--- src/rtl/paula_serial_port.sv ---
// rtl/paula_serial_port.sv - Paula UART: SERDAT/SERPER/SERDATR, TX/RX shifters, TBE/RBF pulses
// Define PAULA_SERIAL_RXFILTER_EN for 3-tick majority-vote RX sampling.
module paula_serial_port (
   input  logic        clk,
   input  logic        reset,
   input  logic        clk7_en,
   input  logic [8:1]  reg_address_in,
   input  logic [15:0] data_in,
   output logic [15:0] data_out,
   input  logic        rbfmirror,
   input  logic        rxd,
   output logic        txd,
   output logic        rxint,
   output logic        txint
);

   localparam logic [8:0] SERDATR_ADDR = 9'h018;
   localparam logic [8:0] SERDAT_ADDR  = 9'h030;
   localparam logic [8:0] SERPER_ADDR  = 9'h032;

   typedef enum logic [1:0] {RX_IDLE, RX_START, RX_DATA, RX_STOP} rx_state_t;

   logic [15:0] serper_q, serper_d;
   logic [9:0]  txbuf_q, txbuf_d;
   logic        tbe_q, tbe_d;
   logic        tsre_q, tsre_d;
   logic [9:0]  tx_shift_q, tx_shift_d;
   logic [3:0]  tx_bits_q, tx_bits_d;
   logic [14:0] tx_cnt_q, tx_cnt_d;
   logic        txd_q, txd_d;
   logic        txint_q, txint_d;

   logic [1:0]  sync_q;
   logic        rxd_sync;
   rx_state_t   rx_state_q, rx_state_d;
   logic        rx_prev_q, rx_prev_d;
   logic [14:0] rx_cnt_q, rx_cnt_d;
   logic [3:0]  rx_bits_q, rx_bits_d;
   logic [8:0]  rx_shift_q, rx_shift_d;
   logic        rx_long_q, rx_long_d;
   logic [9:0]  rxbuf_q, rxbuf_d;
   logic        ovrun_q, ovrun_d;
   logic        rxint_q, rxint_d;

   logic        wr_serdat, wr_serper, rd_serdatr;
   logic [14:0] half_p, half_m1, start_load;
   logic        start_now, rx_bit, rx_complete;

   assign wr_serdat  = (reg_address_in == SERDAT_ADDR[8:1]);
   assign wr_serper  = (reg_address_in == SERPER_ADDR[8:1]);
   assign rd_serdatr = (reg_address_in == SERDATR_ADDR[8:1]);

   assign rxd_sync = sync_q[1];

   // (PER+1)/2 without a 16-bit intermediate
   assign half_p    = {1'b0, serper_q[14:1]} + {14'd0, serper_q[0]};
   assign half_m1   = half_p - 15'd1;
   assign start_now = (half_p == 15'd0);

`ifdef PAULA_SERIAL_RXFILTER_EN
   logic rx_prev2_q;
   logic filt_on;
   assign filt_on    = (serper_q[14:0] >= 15'd3);
   // Counting starts one tick later so the vote completes at sample+1.
   assign start_load = filt_on ? half_p : half_m1;
   assign rx_bit     = filt_on ? ((rx_prev2_q & rx_prev_q) | (rx_prev2_q & rxd_sync) |
                                  (rx_prev_q & rxd_sync))
                               : rxd_sync;

   always_ff @(posedge clk or posedge reset) begin
      if (reset) begin
         rx_prev2_q <= 1'b1;
      end else if (clk7_en) begin
         rx_prev2_q <= rx_prev_q;
      end
   end
`else
   assign start_load = half_m1;
   assign rx_bit     = rxd_sync;
`endif

   always_ff @(posedge clk or posedge reset) begin
      if (reset) begin
         sync_q <= 2'b11;
      end else begin
         sync_q <= {sync_q[0], rxd};
      end
   end

   always_comb begin
      serper_d   = serper_q;
      txbuf_d    = txbuf_q;
      tbe_d      = tbe_q;
      tsre_d     = tsre_q;
      tx_shift_d = tx_shift_q;
      tx_bits_d  = tx_bits_q;
      tx_cnt_d   = tx_cnt_q;
      txd_d      = txd_q;
      txint_d    = 1'b0;

      if (!tbe_q && tsre_q) begin
         tx_shift_d = txbuf_q;
         tx_bits_d  = serper_q[15] ? 4'd10 : 4'd9;
         tx_cnt_d   = serper_q[14:0];
         tbe_d      = 1'b1;
         tsre_d     = 1'b0;
         txint_d    = 1'b1;
         txd_d      = 1'b0;
      end else if (!tsre_q) begin
         if (tx_cnt_q == 15'd0) begin
            tx_cnt_d = serper_q[14:0];
            if (tx_bits_q == 4'd0) begin
               txd_d  = 1'b1;
               tsre_d = 1'b1;
            end else begin
               txd_d      = tx_shift_q[0];
               tx_shift_d = {1'b0, tx_shift_q[9:1]};
               tx_bits_d  = tx_bits_q - 4'd1;
            end
         end else begin
            tx_cnt_d = tx_cnt_q - 15'd1;
         end
      end

      // A write on the transfer tick re-arms txbuf after the shifter took the old word.
      if (wr_serdat) begin
         txbuf_d = data_in[9:0];
         tbe_d   = 1'b0;
      end
      if (wr_serper) begin
         serper_d = data_in;
      end
   end

   always_comb begin
      rx_state_d  = rx_state_q;
      rx_prev_d   = rxd_sync;
      rx_cnt_d    = rx_cnt_q;
      rx_bits_d   = rx_bits_q;
      rx_shift_d  = rx_shift_q;
      rx_long_d   = rx_long_q;
      rxbuf_d     = rxbuf_q;
      rxint_d     = 1'b0;
      rx_complete = 1'b0;

      case (rx_state_q)
         RX_IDLE: begin
            if (rx_prev_q && !rxd_sync) begin
               rx_long_d = serper_q[15];
               rx_bits_d = serper_q[15] ? 4'd9 : 4'd8;
               if (start_now) begin
                  rx_state_d = RX_DATA;
                  rx_cnt_d   = serper_q[14:0];
               end else begin
                  rx_state_d = RX_START;
                  rx_cnt_d   = start_load;
               end
            end
         end
         RX_START: begin
            if (rx_cnt_q == 15'd0) begin
               if (rx_bit) begin
                  rx_state_d = RX_IDLE;
               end else begin
                  rx_state_d = RX_DATA;
                  rx_cnt_d   = serper_q[14:0];
               end
            end else begin
               rx_cnt_d = rx_cnt_q - 15'd1;
            end
         end
         RX_DATA: begin
            if (rx_cnt_q == 15'd0) begin
               rx_shift_d = {rx_bit, rx_shift_q[8:1]};
               rx_bits_d  = rx_bits_q - 4'd1;
               rx_cnt_d   = serper_q[14:0];
               if (rx_bits_q == 4'd1) begin
                  rx_state_d = RX_STOP;
               end
            end else begin
               rx_cnt_d = rx_cnt_q - 15'd1;
            end
         end
         RX_STOP: begin
            if (rx_cnt_q == 15'd0) begin
               rx_complete = 1'b1;
               rxint_d     = 1'b1;
               rx_state_d  = RX_IDLE;
               rxbuf_d     = rx_long_q ? {rx_bit, rx_shift_q}
                                       : {1'b0, rx_bit, rx_shift_q[8:1]};
            end else begin
               rx_cnt_d = rx_cnt_q - 15'd1;
            end
         end
         default: rx_state_d = RX_IDLE;
      endcase

      ovrun_d = ovrun_q;
      if (rx_complete) begin
         if (rbfmirror) begin
            ovrun_d = 1'b1;
         end
      end else if (!rbfmirror) begin
         ovrun_d = 1'b0;
      end
   end

   always_ff @(posedge clk or posedge reset) begin
      if (reset) begin
         serper_q   <= 16'd0;
         txbuf_q    <= 10'd0;
         tbe_q      <= 1'b1;
         tsre_q     <= 1'b1;
         tx_shift_q <= 10'd0;
         tx_bits_q  <= 4'd0;
         tx_cnt_q   <= 15'd0;
         txd_q      <= 1'b1;
         txint_q    <= 1'b0;
         rx_state_q <= RX_IDLE;
         rx_prev_q  <= 1'b1;
         rx_cnt_q   <= 15'd0;
         rx_bits_q  <= 4'd0;
         rx_shift_q <= 9'd0;
         rx_long_q  <= 1'b0;
         rxbuf_q    <= 10'd0;
         ovrun_q    <= 1'b0;
         rxint_q    <= 1'b0;
      end else if (clk7_en) begin
         serper_q   <= serper_d;
         txbuf_q    <= txbuf_d;
         tbe_q      <= tbe_d;
         tsre_q     <= tsre_d;
         tx_shift_q <= tx_shift_d;
         tx_bits_q  <= tx_bits_d;
         tx_cnt_q   <= tx_cnt_d;
         txd_q      <= txd_d;
         txint_q    <= txint_d;
         rx_state_q <= rx_state_d;
         rx_prev_q  <= rx_prev_d;
         rx_cnt_q   <= rx_cnt_d;
         rx_bits_q  <= rx_bits_d;
         rx_shift_q <= rx_shift_d;
         rx_long_q  <= rx_long_d;
         rxbuf_q    <= rxbuf_d;
         ovrun_q    <= ovrun_d;
         rxint_q    <= rxint_d;
      end
   end

   assign data_out = rd_serdatr ? {ovrun_q, rbfmirror, tbe_q, tsre_q, rxd_sync, 1'b0, rxbuf_q}
                                : 16'd0;
   assign txd   = txd_q;
   assign txint = txint_q;
   assign rxint = rxint_q;

endmodule

--- config.mk ---
export PLATFORM = sky130hd
export DESIGN_NAME = paula_serial_port
export DESIGN_NICKNAME = d
export VERILOG_FILES = /design/src/rtl/paula_serial_port.sv
export SDC_FILE = /design/constraint.sdc
export NUM_CORES = 1
export LEC_CHECK = 0
export BUFFER_PORTS_ARGS = -buffer_cell sky130_fd_sc_hd__clkbuf_2
export CAP_MARGIN = 20
export CORE_ASPECT_RATIO = 0.8
export CORE_MARGIN = 4
export CORE_UTILIZATION = 63
export CTS_BUF_LIST = sky130_fd_sc_hd__clkbuf_2
export CTS_CLUSTER_DIAMETER = 30
export DETAILED_ROUTE_END_ITERATION = 12
export PLACE_DENSITY = 0.83
export SYNTH_ARGS = -nofsm -noshare
export SYNTH_HDL_FRONTEND = slang
export SYNTH_SLANG_ARGS = --single-unit
--- constraint.sdc ---
create_clock -name clk -period 10 [get_ports clk]
set_clock_uncertainty 0.2 [all_clocks]
set_input_delay 1 -clock clk [delete_from_list [all_inputs] [get_ports clk]]
set_output_delay 1 -clock clk [all_outputs]
set_load 0.02 [all_outputs]
==> flow_summary.ini <==
[hold_path]
hold_path_class = reg -> reg

[floorplanning]
num_rows = 33
core_region_area_um2 = 10280
die_w_um = 122.7
floorplan.die_area_um2 = 12240
floorplan.initialDensity_pct = 64.49
die_height_um = 99.76
io_pins = 48

[critical_path]
crit_path_cell_trace = clkbuf_2 > or4_1 > nor4b_2 > buf_4 > and2_1 > clkbuf_2
crit_path_end_kind = primary output
crit_top_cell = clkbuf_2
timing.critical_path.slowest_cell_delay_ns = 0.63
cp.buffers_inverters = 3
cpMaxStageDelayCell = nor4b_2
timing.critical_path.from_type = input pin
cp.required_ns = 8.80
timing.critical_path.max_delay_family = simple AND/OR/NAND/NOR gates
worst_ep_arrival_time_ns = 2.89
reg2reg_slack_ns = 6.59
criticalPathCategory = in -> out
critical_path_peak_fanout = 10

[clock_network]
path_clk_slew_ns = 0.29
tritoncts_num_sinks = 105
cts_setup_buffers = 0
cts_hold_buffers = 0
clockRootBuffer = clkbuf_2
clock_tree_from_tritoncts = yes
max_root_sink_buffers = 2
cts_resized = 0
clock_tree.htree_level_count = 3
cts_buffers = 9
clk-insertion-delay-late_ns = 0.59

[logic_synthesis]
synth_flop_cell = dfrtp_1
muxShareOfSynthArea_pct = 8.964
synth_seq_cells = 105
synth_compound_area_share_pct = 17.93
postSynthAreaPerCell_um2 = 9.338
netlist_area_um2 = 6630
synth_top_family_by_area = simple AND/OR/NAND/NOR gates
post_synth_fa_ha_maj_area_fraction_pct = 2.831
seq_area_frac_synth_pct = 39.74
number_of_enable_type_register_cells_in_the_synthesized_netlist = 0
synth_cells = 710
synth_cell_type_count = 85
yosys_warnings = 0
synthXorXnorAreaFrac_pct = 3.831
postSynthNetCount = 754
synth_simple_gate_area_share_pct = 20.76
async_reset_ff_share_pct = 100.0

[power]
powerDensity_nw_per_um2 = 179.1
worst_ir_drop_vdd_uv = 114.5
p_leak_nw = 3.076

[layout]
most-common-layout-cells = dfrtp_1 (99), nand2_1 (71), o21ai_0 (57), clkbuf_2 (55), nor2_1 (47)
mostFrequentLayoutCell = dfrtp_1
final_layout_size_suffix_gt1_share_pct = 20.00
postLayoutCoreUtil_pct = 67.87
antennaDiodeCount = 0
layout.nets = 774
synthToLayoutAreaGrowth_pct = 5.246

[placement]
hpwlAfterDp_um = 11140
numPortBuffers = 46
place_congestion = 0.9451

[status]
run_status = complete, no violations

[timing]
setup_repair_after_global_routing_missed_its_margin = no
tns_ns = 0
timing_max_transition_violations_final = 0
timing.slew.headroom_pct = 42.87
timing.fmax_mhz = 244.2
timing_worst_slew_pin_value_ns = 0.8549
post-route-period-util_pct = 40.95
final.min_clock_period_ns = 4.095
final_setup_violation_count = 0
hold_vio_cnt_final = 0

[global_routing]
grt_remaining_overflow = 0
grt.total_usage_pct = 27.09
grt_first_pass_wirelength_um = 26530
grt_pass1_vias = 5463
initial_antenna_violation_count = 0
grt_max_degree = 54

[routing]
via_per_inst = 6.311
first_iter_violations = 656
drt_pre_antenna_iters = 5
route.detailed.drc = 0
ant_nets = 0
post_drt_wl_per_cell_um = 17.83
drt_wl_total_um = 15600
num_vias = 5522

[run]
cap_violations = 0
[sequential cells by signal (all words and copies together) (netlist names), 9 cells and up]
register / cells
tx_shift_q: 10
tx_cnt_q: 15
rx_cnt_q: 15
txbuf_q: 10
rxbuf_q: 10
serper_q: 16
rx_shift_q: 9
[per-stage QoR]
step	cell area [µm²]	worst slack (ns)	cells	total power [mW]	hold WS, ns
after floorplan	6630	6.049	710	0.9343	0.1452
after global placement	6819	5.750	857	1.003	0.1466
after detailed placement	6819	5.674	857	1.028	0.1472
after CTS	6963	5.684	873	1.249	0.1771
after global routing	6978	5.847	875	1.341	0.1802
final	6978	5.905	875	1.250	0.1766
[final cells by class]
type,instances,area (µm²)
multi-input cells,529,3611
fillers,773,3303
flip-flops and latches,105,2635
repair buffers,55,297.8
well taps,140,175.2
inverters,30,115.1
clock inverters,7,98.84
clock buffers,9,45.04
[metal layers]
layer	wire length [µm]	global-route usage [%]	vias to the layer above
met5	0	0	-
li1	-	-	2597
met1	6868	38.51	2667
met4	341	8.520	0
met2	7188	41.54	219
met3	1203	5.912	39
[worst reg2reg max path, stage by stage, from the launching register on]
cell and delay (ns):
dfrtp_1 0.54, ha_1 0.32, ha_1 0.37, and4_4 0.35, and3_1 0.39, o211a_4 0.23, o211a_2 0.25, nand3_4 0.20
a211oi_2 0.31, a2bb2oi_2 0.17
[path summary, 6_finish.rpt]
path / startpoint / endpoint / depth (start not counted)
min in group asynchronous: reset / rxint / 2
setup / recovery: reg_address_in[2] / data_out[5] / 6
setup reg to reg: serper_q[0] / rx_cnt_q[0] / 9
max in group asynchronous: reset / serper_q[13] / 3
hold / removal: sync_q[0] / sync_q[1] / 0
hold reg to reg: sync_q[0] / sync_q[1] / 0
[cell families after synthesis]
group,Yosys count
AOI/OAI and AO/OA,178
xor gates and xnor gates,29
adders and majority gates,15
buffers and inverters,76
DFF,105
muxes,55
other,1
and+or+nand+nor,251
[cell usage after synthesis, drive strengths merged, types with 3 or more instances]
master | instances | share of area, %
a211oi | 7 | 0.87
a21o | 5 | 0.57
a21oi | 29 | 2.2
a22o | 6 | 0.79
a22oi | 10 | 1.1
a2bb2oi | 3 | 0.49
a31oi | 14 | 1.3
and2 | 21 | 2.0
and3 | 3 | 0.28
and4 | 5 | 0.74
buf | 28 | 3.1
clkbuf | 18 | 1.1
dfrtp | 99 | 37
dfstp | 6 | 2.4
ha | 15 | 2.8
inv | 29 | 1.6
mux2 | 35 | 5.9
mux2i | 20 | 3.0
nand2 | 72 | 4.2
nand3 | 22 | 2.0
nand3b | 5 | 0.75
nand4 | 15 | 1.4
nand4b | 3 | 0.40
nor2 | 48 | 2.8
nor2b | 5 | 0.47
nor3 | 24 | 2.0
nor4 | 10 | 1.6
nor4b | 3 | 0.49
o211a | 3 | 0.57
o211ai | 4 | 0.60
o21ai | 71 | 5.4
o31ai | 3 | 0.57
or2 | 3 | 0.28
or3 | 5 | 0.47
xnor2 | 20 | 2.6
xor2 | 9 | 1.2
[report_power, final]
part	switching [mW]	internal (mW)
clock	0.155	0.0655
sequential	0.0985	0.490
combinational	0.262	0.179
total	0.515	0.735
Note: power is estimated with default switching activity, not from simulation.
